$ cat config.mk
export PLATFORM = sky130hd
export DESIGN_NAME = pwm_capture
export DESIGN_NICKNAME = d
export VERILOG_FILES = /design/src/rtl/pwm_capture.sv
export SDC_FILE = /design/constraint.sdc
export NUM_CORES = 1
export LEC_CHECK = 0
export ABC_AREA = 1
export BUFFER_PORTS_ARGS = -buffer_cell sky130_fd_sc_hd__buf_2
export CAP_MARGIN = 20
export CORE_ASPECT_RATIO = 1.2
export CORE_MARGIN = 8
export CORE_UTILIZATION = 40
export CTS_CLUSTER_SIZE = 8
export DETAILED_ROUTE_END_ITERATION = 7
export GPL_ROUTABILITY_DRIVEN = 0
export PLACE_DENSITY_LB_ADDON = 0.25
export SYNTH_ARGS = -nofsm -noshare
export SYNTH_HDL_FRONTEND = slang
export SYNTH_SLANG_ARGS = --single-unit
$ cat constraint.sdc
create_clock -name clk -period 3.1 [get_ports clk]
set_input_delay 0.31 -clock clk [delete_from_list [all_inputs] [get_ports clk]]
set_output_delay 0.31 -clock clk [all_outputs]
set_load 0.02 [all_outputs]
$ cat src/rtl/pwm_capture.sv
// rtl/pwm_capture.sv - PWM period / high-time capture with stuck and overflow flags
module pwm_capture #(
  parameter int CNT_W       = 16,
  parameter int SYNC_STAGES = 2
) (
  input  logic             clk,
  input  logic             rst_n,
  input  logic             enable,
  input  logic             pwm_in,
  output logic [CNT_W-1:0] period_cnt,
  output logic [CNT_W-1:0] high_cnt,
  output logic             meas_valid,
  output logic             overflow,
  output logic             stuck,
  output logic             stuck_level
);

  localparam logic [CNT_W-1:0] CNT_MAX = '1;
  localparam logic [CNT_W-1:0] CNT_ONE = CNT_W'(1);

  typedef enum logic [1:0] {IDLE, ARM, HIGH, LOW} state_t;

  state_t                 state, state_next;
  logic [SYNC_STAGES-1:0] sync_q;
  logic                   s, s_d, rise, fall;
  logic [CNT_W-1:0]       p_cnt, h_cnt, p_next, h_next, p_inc, h_inc;
  logic                   p_sat, publish, stuck_set, stuck_clr;

  always_ff @(posedge clk or negedge rst_n) begin
    if (!rst_n) begin
      sync_q <= '0;
      s_d    <= 1'b0;
    end else begin
      sync_q <= {sync_q[SYNC_STAGES-2:0], pwm_in};
      s_d    <= s;
    end
  end

  assign s     = sync_q[SYNC_STAGES-1];
  assign rise  = s & ~s_d;
  assign fall  = ~s & s_d;
  assign p_sat = (p_cnt == CNT_MAX);
  assign p_inc = p_sat ? p_cnt : p_cnt + CNT_ONE;
  assign h_inc = (h_cnt == CNT_MAX) ? h_cnt : h_cnt + CNT_ONE;

  // Edges always take priority over the stuck timeout in HIGH and LOW.
  always_comb begin
    state_next = state;
    p_next     = p_cnt;
    h_next     = h_cnt;
    publish    = 1'b0;
    stuck_set  = 1'b0;
    stuck_clr  = 1'b0;
    if (!enable) begin
      state_next = IDLE;
      p_next     = '0;
      h_next     = '0;
      stuck_clr  = 1'b1;
    end else begin
      case (state)
        IDLE: begin
          state_next = ARM;
          p_next     = '0;
          h_next     = '0;
        end
        ARM: begin
          p_next = '0;
          h_next = '0;
          if (rise) begin
            state_next = HIGH;
            p_next     = CNT_ONE;
            h_next     = CNT_ONE;
            stuck_clr  = 1'b1;
          end else if (fall) begin
            stuck_clr = 1'b1;
          end
        end
        HIGH: begin
          if (fall) begin
            state_next = LOW;
            p_next     = p_inc;
          end else if (p_sat) begin
            state_next = ARM;
            p_next     = '0;
            h_next     = '0;
            stuck_set  = 1'b1;
          end else begin
            p_next = p_inc;
            h_next = h_inc;
          end
        end
        LOW: begin
          if (rise) begin
            state_next = HIGH;
            publish    = 1'b1;
            p_next     = CNT_ONE;
            h_next     = CNT_ONE;
          end else if (p_sat) begin
            state_next = ARM;
            p_next     = '0;
            h_next     = '0;
            stuck_set  = 1'b1;
          end else begin
            p_next = p_inc;
          end
        end
        default: begin
          state_next = IDLE;
          p_next     = '0;
          h_next     = '0;
        end
      endcase
    end
  end

  always_ff @(posedge clk or negedge rst_n) begin
    if (!rst_n) begin
      state <= IDLE;
    end else begin
      state <= state_next;
    end
  end

  always_ff @(posedge clk or negedge rst_n) begin
    if (!rst_n) begin
      p_cnt       <= '0;
      h_cnt       <= '0;
      period_cnt  <= '0;
      high_cnt    <= '0;
      meas_valid  <= 1'b0;
      overflow    <= 1'b0;
      stuck       <= 1'b0;
      stuck_level <= 1'b0;
    end else begin
      p_cnt      <= p_next;
      h_cnt      <= h_next;
      meas_valid <= publish;
      if (publish) begin
        period_cnt <= p_cnt;
        high_cnt   <= h_cnt;
        overflow   <= p_sat;
      end
      if (stuck_set) begin
        stuck       <= 1'b1;
        stuck_level <= s;
      end else if (stuck_clr) begin
        stuck <= 1'b0;
      end
    end
  end

endmodule
---- Word-level counts from Yosys, hierarchy flattened ----
Cells that the tools add are included.
word-level totals
  register bits after elaboration ......... 73
  input bits .............................. 4
  output and inout port bits .............. 36
  word-level logic and storage cells ...... 63
cells by class
  $add $sub $neg .......................... 2
  equal/unequal tests ..................... 9
  multiplexer cells ....................... 34
  bitwise logic cells ..................... 4
  reduce and logical (&&, ||, !) cells .... 3
operators by type and width
  kind                   count
  $mux 16                11
  $pmux 16 s4            2
  $add 16x1->16 const B  2
  $eq 16x16->1 const B   2
  $mux 1                 14
  $mux 2                 5
  $ne 4x4->1 const B     2
  $pmux 2 s4             1
  $ne 3x3->1 const B     2
  $eq 2x2->1 const B     2
  $reduce_and 3->1       1
  $and 1x1->1            2
  $eq 2x1->1 const B     1
  $logic_not 2->1        1
  $not 1->1              2
  $pmux 1 s2             1
  $reduce_bool 2->1      1

---- Logic depth before layout (Yosys ltp) ----
Gate-level depths: netlist of run 1.
  depth after elaboration ................. 8
  mapped depth ............................ 11
  mapped depth without buffers ............ 10

---- Worst setup path after synthesis of run 1 ----
OpenSTA, ideal clock, no wires.
  path kind ............................... reg-to-reg
  start ................................... register h_cnt[0]
  end ..................................... register h_cnt[14]
  library setup time ...................... 0.117 ns
  data arrival time ....................... 1.536 ns
  data required time ...................... 2.983 ns
  setup slack ............................. 1.447 ns
  stages on the path, launching flop included .. 9
  clock period less this slack ............ 1.653 ns
  path through ............................ dfrtp_1 -> ha_1 -> clkinv_1 -> nor2_4 -> nand3_2 -> o21bai_4 -> nand3_2 -> nand2_1 -> nand2_1
on the way
  cells in the longest elaborated chain, start to end .. 6
ends and longest elaborated chain
  element                   line  RTL
  start: declaration        26    logic [CNT_W-1:0] p_cnt, h_cnt, p_next, h_next, p_inc, h_inc;
  start signal: assignment  136   h_cnt <= h_next;
  $add 16x1->16             44    assign h_inc = (h_cnt == CNT_MAX) ? h_cnt : h_cnt + CNT_ONE;
  $mux 16                   44
  $mux 16                   82    end else if (p_sat) begin
  $mux 16                   79    if (fall) begin
  $pmux 16 s4               60    case (state)
  $mux 16                   54    if (!enable) begin
Several ways; a longest one is shown, not always the timed one. The select of a mux whose other input is x is not followed.
A chain may end at the register's enable or synchronous reset.

---- Final worst setup path of run 1 ----
  start ................................... register s_d
  end ..................................... register high_cnt[14]
on the way
  cells in the longest elaborated chain, start to end .. 5
ends and longest elaborated chain
  element                   line  RTL
  start: declaration        25    logic s, s_d, rise, fall;
  start signal: assignment  35    s_d <= s;
  $not 1->1                 40    assign rise = s & ~s_d;
  $and 1x1->1               40
  $mux 1                    93    if (rise) begin
  $mux 1                    60
  $mux 1                    54
  end signal: assignment    140   high_cnt <= h_cnt;
  end: declaration          11    output logic [CNT_W-1:0] high_cnt,
No other way between the ends.

==> out/metrics.csv, run 1 <==
stage,metric,value,unit
cells_and_area,Antenna Diode Count,0,
floorplanning,die area,0.0128,mm2
flow_run,max-cap check violation count,0,
cts,post_cts resized,0,
global_route,first-pass GRT wire length,15500,um
critical_path,CP Data Required Time,3280,ps
cells_and_area,nets,526,
cells_and_area,Final Core Density,0.466,
critical_path,CP top delay family,simple AND/OR/NAND/NOR gates,
cts,clk_lat worst skew,330,ps
synthesis,synthesized cell area,0.00377,mm2
critical_path,r2r startpoint,s_d,
route,DRC,0,
critical_path,Crit path depth,7,
synthesis,syn_nets,487,
route,TritonRoute pass-1 iters,5,
cts,root buffer cell,clkbuf_16,
critical_path,r2r endpoint,high_cnt[14],
global_route,largest net degree at the start of global routing,54,
cells_and_area,"commonest non-fill, non-tap cell in the layout",nand2_1,
global_route,total track usage,0.149,
placement,I/O Buffers,39,
floorplanning,core area,0.00937,mm2
cts,Clock Pin Slew Worst Setup and Hold Paths,50,ps
critical_path,reg2reg path depth,7,
route,routed len/inst,14.0,um
critical_path,"slowest stage cell, crit path",nor2_2,
cts,hold_buf cts,0,
run_status,outcome,finished clean,
sta,Fin Setup TNS,0,ps
critical_path,Worst EP arrival,2380,ps
cells_and_area,"commonest non-fill, non-tap cells in the layout","nand2_1, dfrtp_1, nor2_1, inv_1, buf_2",
critical_path,cell mode on critical path,nand2_1,
critical_path,crit start category,register,
synthesis,post-synthesis cell count,478,
critical_path,CP startpoint,s_d,
synthesis,Ys Warns,0,
route,WL final,8990,um
sta,RSZ-0062 raised after global routing,false,
synthesis,Yosys cell types,35,
critical_path,"Max FO, Critical Path",53,
sta,Final Hold Fails,0,
floorplanning,Die Span Y,122,um
sta,min cycle time layout,2200,ps
synthesis,Yosys reg bits,73,
route,post-route ant nets,0,
cells_and_area,area grow syn2layout,15.7,%
power_and_ir_drop,Peak VDD IR,0.208,mV
cells_and_area,layout cells sized above 1,0.155,
sta,Slew Limit Fails,0,
global_route,initial antenna violation count,0,
cts,htree depth,3,
critical_path,Reg2Reg Setup Slack,900,ps
power_and_ir_drop,Net Sw Power,0.000542,W
critical_path,max incr delay on CP,570,ps
cts,clk buf depth,2,
power_and_ir_drop,Sw Ratio,0.243,
synthesis,post-synthesis sequential area ratio,0.484,
floorplanning,Initial Util,0.403,
sta,clk_skew,2.85,ps
critical_path,worst path cell trace,inv_1 -> ha_1 -> nand2_1 -> nor2_2 -> inv_2 -> nand2_1 -> o21ai_0,
route,routed vias/inst,5.01,
sta,Final period util,0.710,
min_path,Hold Crit Class,in -> reg,
placement,DP Wirelength,6570,um
cts,CTS buffer count,9,
synthesis,share of async-settable or async-resettable flops after synthesis,1.00,
power_and_ir_drop,power density over the cells,511,mW/mm2
cts,CTS tree,built,
power_and_ir_drop,combinational power share,0.087,
critical_path,CP bufs+invs,2,
sta,Worst Tran Pin Value,901,ps
floorplanning,Placement Rows,39,
power_and_ir_drop,Leakage Power,2.11,nW
global_route,vias in the first global route,3181,
floorplanning,I/O pin cnt,40,
cts,setup repair bufs after CTS,0,
synthesis,Mapped Avg Cell Area,7.89,um2
synthesis,"EDFF count, synth",0,
power_and_ir_drop,clock power share,0.462,
power_and_ir_drop,P_int,0.00169,W
floorplanning,Die Wd,105,um
critical_path,Setup crit end,high_cnt[14],
sta,final setup violation count,0,
global_route,gr ovfl total,0,
route,total number of vias,3228,
cts,clk sink count,73,
route,DRT iter0 DRCs,230,
sta,FMAX,454,MHz
synthesis,Synth Flop Type,dfrtp_1,
critical_path,CP endpoint kind,register,
power_and_ir_drop,sequential power share,0.450,
sta,Slew HR,0.400,
critical_path,Critical Setup Path Class,reg -> reg,
cells_and_area,fillers,957,
[power groups by stage]
stage / combinational [W] / sequential (W) / clock [W]
floorplan: 0.000135 / 0.00102 / 0
global placement: 0.000196 / 0.00102 / 0
detailed placement: 0.000198 / 0.00102 / 0
CTS: 0.000199 / 0.00100 / 0.00106
global route: 0.000224 / 0.00101 / 0.00110
finish: 0.000195 / 0.00101 / 0.00103
[synth_stat cells, types with 2 or more instances]
cell / instances / area, um2
nand2_1: 158 / 593
dfrtp_1: 73 / 1830
nor2_1: 50 / 188
inv_1: 39 / 146
nand3_1: 33 / 165
nand4_1: 25 / 156
o21ai_1: 17 / 85.1
o21ai_0: 13 / 65.1
xor2_1: 7 / 61.3
a21oi_1: 6 / 30.0
clkbuf_1: 6 / 22.5
ha_1: 5 / 62.6
nor2_2: 5 / 31.3
nor2_4: 5 / 56.3
buf_2: 4 / 20.0
nand3_2: 4 / 40.0
nor3_1: 4 / 20.0
inv_2: 3 / 11.3
buf_6: 2 / 22.5
clkinv_1: 2 / 7.51
nand2_2: 2 / 12.5
xnor2_1: 2 / 17.5
[worst min-delay path by stage]
stage / start / endpoint / slack, ps / depth (start not counted)
global route: pwm_in / sync_q[0] / 70 / 1
global placement: sync_q[0] / sync_q[1] / 340 / 0
finish: pwm_in / sync_q[0] / 80 / 1
detailed placement: sync_q[0] / sync_q[1] / 340 / 0
floorplan: rst_n / h_cnt[0] / 10 / 0
CTS: pwm_in / sync_q[0] / 70 / 1
[logic make-up after synthesis]
| logic type | after synthesis | synth area share |
|---|---|---|
| AO/OA/AOI/OAI | 41 | 0.0610 |
| XOR/XNOR | 9 | 0.0209 |
| adder cells (fa/ha/maj) | 5 | 0.0166 |
| buffers and inverters | 58 | 0.0640 |
| flip-flops | 73 | 0.484 |
| AND/OR/NAND/NOR | 292 | 0.353 |
[flip-flops by register name, indices dropped and copies added (netlist names), 2 cells and up]
name        count
h_cnt          16
high_cnt       16
p_cnt          16
period_cnt     16
state           2
sync_q          2
[layer usage]
metal	routed length [um]	global-route usage
met5	0	0
met2	4380	0.249
met1	4000	0.177
met3	388	0.0410
met4	209	0.0661
[layout make-up]
type,count,area (um2),area share
Multi-Input combinational cell,347,1710,0.391
Tap cell,123,154,0.0353
Inverter,44,165,0.0378
Sequential cell,73,1830,0.418
Clock inverter,3,40.0,0.00917
Timing Repair Buffer,42,218,0.0499
Clock buffer,12,256,0.0588
[through the flow]
step,cells,hold slack [ps],setup WS [ps],area (um2),total power [W]
after floorplan,478,14.4,1450,3770,0.00116
after global placement,629,336,897,4070,0.00122
after detailed placement,629,342,868,4070,0.00122
after CTS,644,74.9,852,4370,0.00226
after global routing,644,71.2,640,4370,0.00233
final,644,84.1,898,4370,0.00223
Note: power is estimated with default switching activity, not from simulation.
==> run 2: changes to the inputs <==
==> constraint.sdc (replaced) <==
create_clock -name clk -period 2.1 [get_ports clk]
set_input_delay 0.21 -clock clk [delete_from_list [all_inputs] [get_ports clk]]
set_output_delay 0.21 -clock clk [all_outputs]
set_load 0.02 [all_outputs]
==> run 2 against run 1 <==
Sequential share of layout area is 0.27 points lower. Via count is 1.5% higher. Design area is 0.72% higher. Die area stayed put. Combinational power is 62% higher. Final cell count is 0.62% higher. Non-clock buffer count is 6 higher. Fmax is 15% higher. Total power is 40% higher. Critical endpoint is now h_cnt[7].
==> out/metrics.csv, run 2 (synthesized netlist as in run 1, its figures left out) <==
stage,metric,value,unit,change
sta,slack of the critical path,184,ps,-715 ps
min_path,hold wc startpoint,enable,,
critical_path,Worst EP arrival,2190,ps,-190 ps
floorplanning,core area,0.00937,mm2,unchanged
sta,final setup violation count,0,,unchanged
cells_and_area,"commonest non-fill, non-tap cells in the layout","nand2_1, dfrtp_1, nor2_1, inv_1, buf_2",,
route,routed vias/inst,5.06,,+0.86%
flow_run,max-cap check violation count,0,,unchanged
cts,htree depth,3,,unchanged
critical_path,Critical Setup Path Class,reg -> reg,,
sta,Slew Limit Fails,0,,unchanged
sta,Final Hold Fails,0,,unchanged
cts,CTS buffer count,9,,unchanged
floorplanning,Die Wd,105,um,unchanged
global_route,first-pass GRT wire length,15300,um,-1.2%
run_status,outcome,finished clean,,
critical_path,CP bufs+invs,2,,unchanged
route,TritonRoute pass-1 iters,5,,unchanged
cts,clk buf depth,2,,unchanged
global_route,gr ovfl total,0,,unchanged
sta,Final period util,0.913,,+0.202
critical_path,max incr delay on CP,450,ps,-120 ps
cells_and_area,nets,532,,+1.1%
min_path,Hold Crit Class,in -> reg,,
critical_path,reg2reg path depth,8,,+1
route,post-route ant nets,0,,unchanged
global_route,initial antenna violation count,0,,unchanged
sta,Fin Setup TNS,0,ps,unchanged
cells_and_area,post-route non-filler standard cell count,648,,+0.62%
critical_path,CP endpoint kind,register,,
cells_and_area,area of the multi-input gates,0.00171,mm2,+0.15%
critical_path,crit start category,register,,
global_route,vias in the first global route,3097,,-2.6%
critical_path,CP Data Required Time,2370,ps,-910 ps
sta,FMAX,522,MHz,+15%
cts,CTS tree,built,,
cts,clk sink count,73,,unchanged
sta,Slew HR,0.610,,+0.211
global_route,total track usage,0.148,,-0.000992
critical_path,worst path cell trace,ha_2 -> clkinv_1 -> nor2_4 -> nand3_2 -> o21bai_4 -> buf_4 -> nand4_1 -> nand2_1,,
sta,Worst Tran Pin Value,584,ps,-316 ps
floorplanning,Placement Rows,39,,unchanged
critical_path,"slowest stage cell, crit path",dfrtp_1,,
placement,DP Wirelength,6400,um,-2.6%
cts,clk_lat worst skew,330,ps,about the same
route,WL final,8910,um,-0.82%
cells_and_area,FF+latch area,0.00183,mm2,about the same
sta,min cycle time layout,1920,ps,-285 ps
critical_path,r2r startpoint,h_cnt[1],,
route,total number of vias,3276,,+1.5%
cts,root buffer cell,clkbuf_16,,
cells_and_area,fillers,969,,+1.3%
route,DRC,0,,unchanged
critical_path,CP top delay family,simple AND/OR/NAND/NOR gates,,
power_and_ir_drop,power density over the cells,713,mW/mm2,+39%
placement,placed cell area,0.00411,mm2,+0.98%
cells_and_area,layout cells sized above 1,0.160,,+0.00453
cells_and_area,"Design Area, Final",0.00440,mm2,+0.72%
placement,I/O Buffers,39,,unchanged
cells_and_area,"commonest non-fill, non-tap cell in the layout",nand2_1,,
route,routed len/inst,13.8,um,-1.4%
sta,RSZ-0062 raised after global routing,false,,
cells_and_area,Antenna Diode Count,0,,unchanged
critical_path,"Max FO, Critical Path",10,,-81%
min_path,WHS Endpoint,stuck,,
cts,Clock Pin Slew Worst Setup and Hold Paths,50,ps,about the same
placement,Place WS,146,ps,-722 ps
min_path,Hold Crit Depth,3,,+2
sta,clk_skew,7.09,ps,+4.24 ps
power_and_ir_drop,Leakage Power,2.12,nW,+0.52%
floorplanning,die area,0.0128,mm2,unchanged
critical_path,Reg2Reg Setup Slack,180,ps,-710 ps
placement,number of cells after detailed placement,631,,+0.32%
floorplanning,I/O pin cnt,40,,unchanged
floorplanning,Initial Util,0.403,,unchanged
floorplanning,Die Span Y,122,um,unchanged
route,DRT iter0 DRCs,218,,-5.2%
power_and_ir_drop,Peak VDD IR,0.290,mV,+39%
cells_and_area,area grow syn2layout,16.5,%,
global_route,largest net degree at the start of global routing,54,,unchanged
power_and_ir_drop,total power,0.00313,W,+40%
critical_path,r2r endpoint,h_cnt[7],,
run 2: worst register-to-register path: stages (launching register included):
cell and delay (ps):
dfrtp_1 450, ha_2 260, clkinv_1 130, nor2_4 210, nand3_2 130, o21bai_4 270, buf_4 230, nand4_1 100
nand2_1 90
run 2: worst max path at each step:
stage                         from         to  slack (ps)  cells past startpoint
after CTS                 h_cnt[1]   h_cnt[8]         120                      8
after global routing      h_cnt[1]  h_cnt[15]          20                      8
final                     h_cnt[1]   h_cnt[7]         180                      8
after global placement    h_cnt[1]   h_cnt[8]         170                      8
after detailed placement  h_cnt[0]   h_cnt[8]         150                      8
after floorplan           h_cnt[0]  h_cnt[14]         450                      8
run 2: power breakdown:
group,switching [W],internal [W],leakage [nW]
clock network,0.000518,0.000809,0.124
registers,0.0000495,0.00144,1.01
logic,0.000217,0.0000988,0.990
total,0.000784,0.00235,2.12
run 2: final cells by class:
cell class              count  share of cell area
flip-flops and latches     73               0.416
multi-input cells         347               0.388
clock inverters             1             0.00114
well taps                 123              0.0350
inverters                  44              0.0376
repair buffers             48              0.0660
clock buffers              12              0.0561
run 2: stage by stage:
stage          utilization  hold WS (ps)
3_3_place_gp         0.439           237
6_report             0.469           157
4_1_cts              0.468           147
2_1_floorplan            -         -85.6
5_1_grt              0.469           168
3_5_place_dp         0.439           243
run 2: metal layers:
layer / share of wire / GRT usage / wire length (um)
met3: 0.055 / 0.0378 / 493
met5: 0 / 0 / 0
met2: 0.48 / 0.237 / 4320
met1: 0.44 / 0.184 / 3950
met4: 0.016 / 0.0706 / 147
run 2: repair_timing:
action | CTS | global route
hold buffers | 2 | 0
gates resized for setup | 0 | 2
setup endpoints to repair | 0 | 13
setup buffers | 0 | 2
endpoints found under the hold margin | 24 | 0
==> run 3: changes to the inputs <==
--- a/config.mk
+++ b/config.mk
@@ -8,7 +8,7 @@
 export ABC_AREA = 1
 export BUFFER_PORTS_ARGS = -buffer_cell sky130_fd_sc_hd__buf_2
 export CAP_MARGIN = 20
-export CORE_ASPECT_RATIO = 1.2
+export CORE_ASPECT_RATIO = 0.6
 export CORE_MARGIN = 8
 export CORE_UTILIZATION = 40
 export CTS_CLUSTER_SIZE = 8
==> run 3 against run 2 <==
Via count rose by 1.4%. Highest routed layer unchanged. Critical endpoint is now h_cnt[5]. Sequential share of layout area shrank 0.81 points. Largest cell class unchanged. Final cell count rose by 2.6%. Non-clock buffer count grew 8. Clock power up 9%. Critical path type unchanged. Core utilization grew 2.1 points. Critical path depth grew 1.
==> out/metrics.csv, run 3 (synthesized netlist as in run 1, its figures left out) <==
stage,metric,value,unit,change
floorplanning,die area,0.0129,mm2,+0.70%
cts,root buffer cell,clkbuf_16,,
critical_path,r2r endpoint,h_cnt[5],,
route,post-route ant nets,0,,unchanged
floorplanning,Die Wd,141,um,+35%
global_route,initial antenna violation count,0,,unchanged
power_and_ir_drop,Leakage Power,2.17,nW,+2.5%
sta,FMAX,517,MHz,-0.91%
cells_and_area,Antenna Diode Count,0,,unchanged
cells_and_area,area of the multi-input gates,0.00171,mm2,-0.15%
cts,CTS buffer count,9,,unchanged
cts,CTS tree,built,,
cells_and_area,"commonest non-fill, non-tap cell in the layout",nand2_1,,
route,routed vias/inst,5.00,,-1.2%
cells_and_area,"commonest non-fill, non-tap cells in the layout","nand2_1, dfrtp_1, nor2_1, inv_1, buf_2",,
flow_run,max-cap check violation count,0,,unchanged
global_route,M1 GR Usage,0.239,,+0.0551
min_path,WHS Endpoint,stuck,,
cells_and_area,FF+latch area,0.00183,mm2,unchanged
placement,I/O Buffers,39,,unchanged
cts,htree depth,3,,unchanged
placement,number of cells after detailed placement,645,,+2.2%
global_route,gr busiest metal,met1,,
critical_path,"Max FO, Critical Path",8,,-2
sta,Slew Limit Fails,0,,unchanged
critical_path,Reg2Reg Setup Slack,170,ps,-20 ps
global_route,first-pass GRT wire length,15900,um,+4.1%
route,DRT iter0 DRCs,243,,+11%
cells_and_area,fillers,888,,-8.4%
power_and_ir_drop,combinational power share,0.100,,about the same
cts,Clock Pin Slew Worst Setup and Hold Paths,60,ps,about the same
placement,placed cell area,0.00416,mm2,+1.2%
power_and_ir_drop,Peak VDD IR,0.367,mV,+26%
route,DRC,0,,unchanged
sta,Final period util,0.921,,+0.00841
global_route,met3 Resource Use GR,0.0564,,+0.0186
cts,clk_lat worst skew,340,ps,about the same
sta,Final Hold Fails,0,,unchanged
sta,Fin Setup TNS,0,ps,unchanged
floorplanning,Placement Rows,27,,-31%
global_route,total track usage,0.155,,+0.00759
critical_path,Critical Setup Path Class,reg -> reg,,
cells_and_area,post-route non-filler standard cell count,665,,+2.6%
sta,Slew HR,0.447,,-0.164
sta,min cycle time layout,1930,ps,+17.7 ps
power_and_ir_drop,power density over the cells,728,mW/mm2,+2.2%
cells_and_area,layout cells sized above 1,0.176,,+0.0157
route,routed len/inst,14.4,um,+4.4%
placement,DP Wirelength,7060,um,+10%
floorplanning,I/O pin cnt,40,,unchanged
min_path,hold wc startpoint,enable,,
power_and_ir_drop,clock power share,0.444,,+0.021
cts,clk sink count,73,,unchanged
cts,clk buf depth,2,,unchanged
power_and_ir_drop,Sw Ratio,0.255,,+0.00438
cells_and_area,area grow syn2layout,18.8,%,
sta,clk_skew,11.5,ps,+4.41 ps
route,total number of vias,3322,,+1.4%
critical_path,r2r startpoint,h_cnt[1],,
route,TritonRoute pass-1 iters,5,,unchanged
sta,Worst Tran Pin Value,830,ps,+245 ps
sta,final setup violation count,0,,unchanged
floorplanning,Die Span Y,91.2,um,-25%
min_path,Hold Crit Depth,5,,+2
power_and_ir_drop,P_int,0.00243,W,+3.6%
min_path,Hold Crit Class,in -> reg,,
critical_path,CP endpoint kind,register,,
global_route,largest net degree at the start of global routing,54,,unchanged
route,WL final,9550,um,+7.1%
global_route,vias in the first global route,3058,,-1.3%
cells_and_area,nets,540,,+1.5%
power_and_ir_drop,Net Sw Power,0.000831,W,+6.0%
run_status,outcome,finished clean,,
sta,RSZ-0062 raised after global routing,false,,
critical_path,CP Data Required Time,2370,ps,about the same
global_route,gr ovfl total,0,,unchanged
floorplanning,Initial Util,0.412,,+0.00941
power_and_ir_drop,sequential power share,0.456,,-0.020
cells_and_area,"Design Area, Final",0.00448,mm2,+2.0%
global_route,met2 Use GR,0.192,,-0.0450
critical_path,Worst EP arrival,2200,ps,about the same
critical_path,reg2reg path depth,9,,+1
critical_path,crit start category,register,,
floorplanning,core area,0.00916,mm2,-2.3%
-- run 3: cell count changes in the layout (fill, tap and decap cells not counted), sizes merged --
cell	before	now
clkinvlp	0	1
buf	45	54
-- run 3: how the worst max path moves through the flow --
stage                         from         to  slack, ps
final                     h_cnt[1]   h_cnt[5]        170
after global routing      h_cnt[1]   h_cnt[2]         20
after CTS                 h_cnt[0]  h_cnt[15]        100
after detailed placement  h_cnt[0]  h_cnt[15]        110
after global placement    h_cnt[0]  h_cnt[15]        180
after floorplan           h_cnt[0]  h_cnt[14]        450
-- run 3: layer usage --
metal / vias to the layer above / share of wire
met2: 119 / 0.37
met1: 1532 / 0.52
met3: 8 / 0.10
met5: - / 0
met4: 0 / 0.0092
li1: 1663 / -
-- run 3: worst max-delay path, cell delays in order (launching register included) --
cell and delay, ps:
dfrtp_1 420, ha_1 260, clkinv_1 140, nor2_4 200, nand3_2 140, o21bai_4 160, buf_4 170, buf_4 170
nand4_1 90, nand2_1 100
-- run 3: power groups by stage --
stage	sequential, W	combinational [W]	clock, W
after floorplan	0.00151	0.000199	0
after global placement	0.00151	0.000300	0
after detailed placement	0.00151	0.000304	0
after CTS	0.00149	0.000308	0.00148
after global routing	0.00150	0.000366	0.00154
final	0.00149	0.000325	0.00145
-- run 3: stage by stage --
stage / worst slack (ps) / utilization / hold slack (ps) / power (W)
after floorplan: 447 / - / -85.6 / 0.00171
after global placement: 177 / 0.454 / 234 / 0.00181
after detailed placement: 113 / 0.454 / 242 / 0.00182
after CTS: 95.3 / 0.487 / 308 / 0.00328
after global routing: 20.2 / 0.490 / 343 / 0.00340
final: 166 / 0.490 / 311 / 0.00327
-- run 3: what timing repair did --
| item | 4_1_cts | 5_1_grt |
|---|---|---|
| endpoints found under the setup margin | 0 | 13 |
| setup buffers | 0 | 3 |
| gates resized for setup | 0 | 1 |
| hold endpoints to repair | 74 | 0 |
| hold buffers | 2 | 0 |
-- run 3: area by class of cell --
| class | instances | area share |
|---|---|---|
| inverters | 44 | 0.0368 |
| flip-flops and latches | 73 | 0.408 |
| well taps | 130 | 0.0363 |
| clock inverters | 2 | 0.00279 |
| multi-input cells | 347 | 0.380 |
| clock buffers | 13 | 0.0603 |
| repair buffers | 56 | 0.0759 |
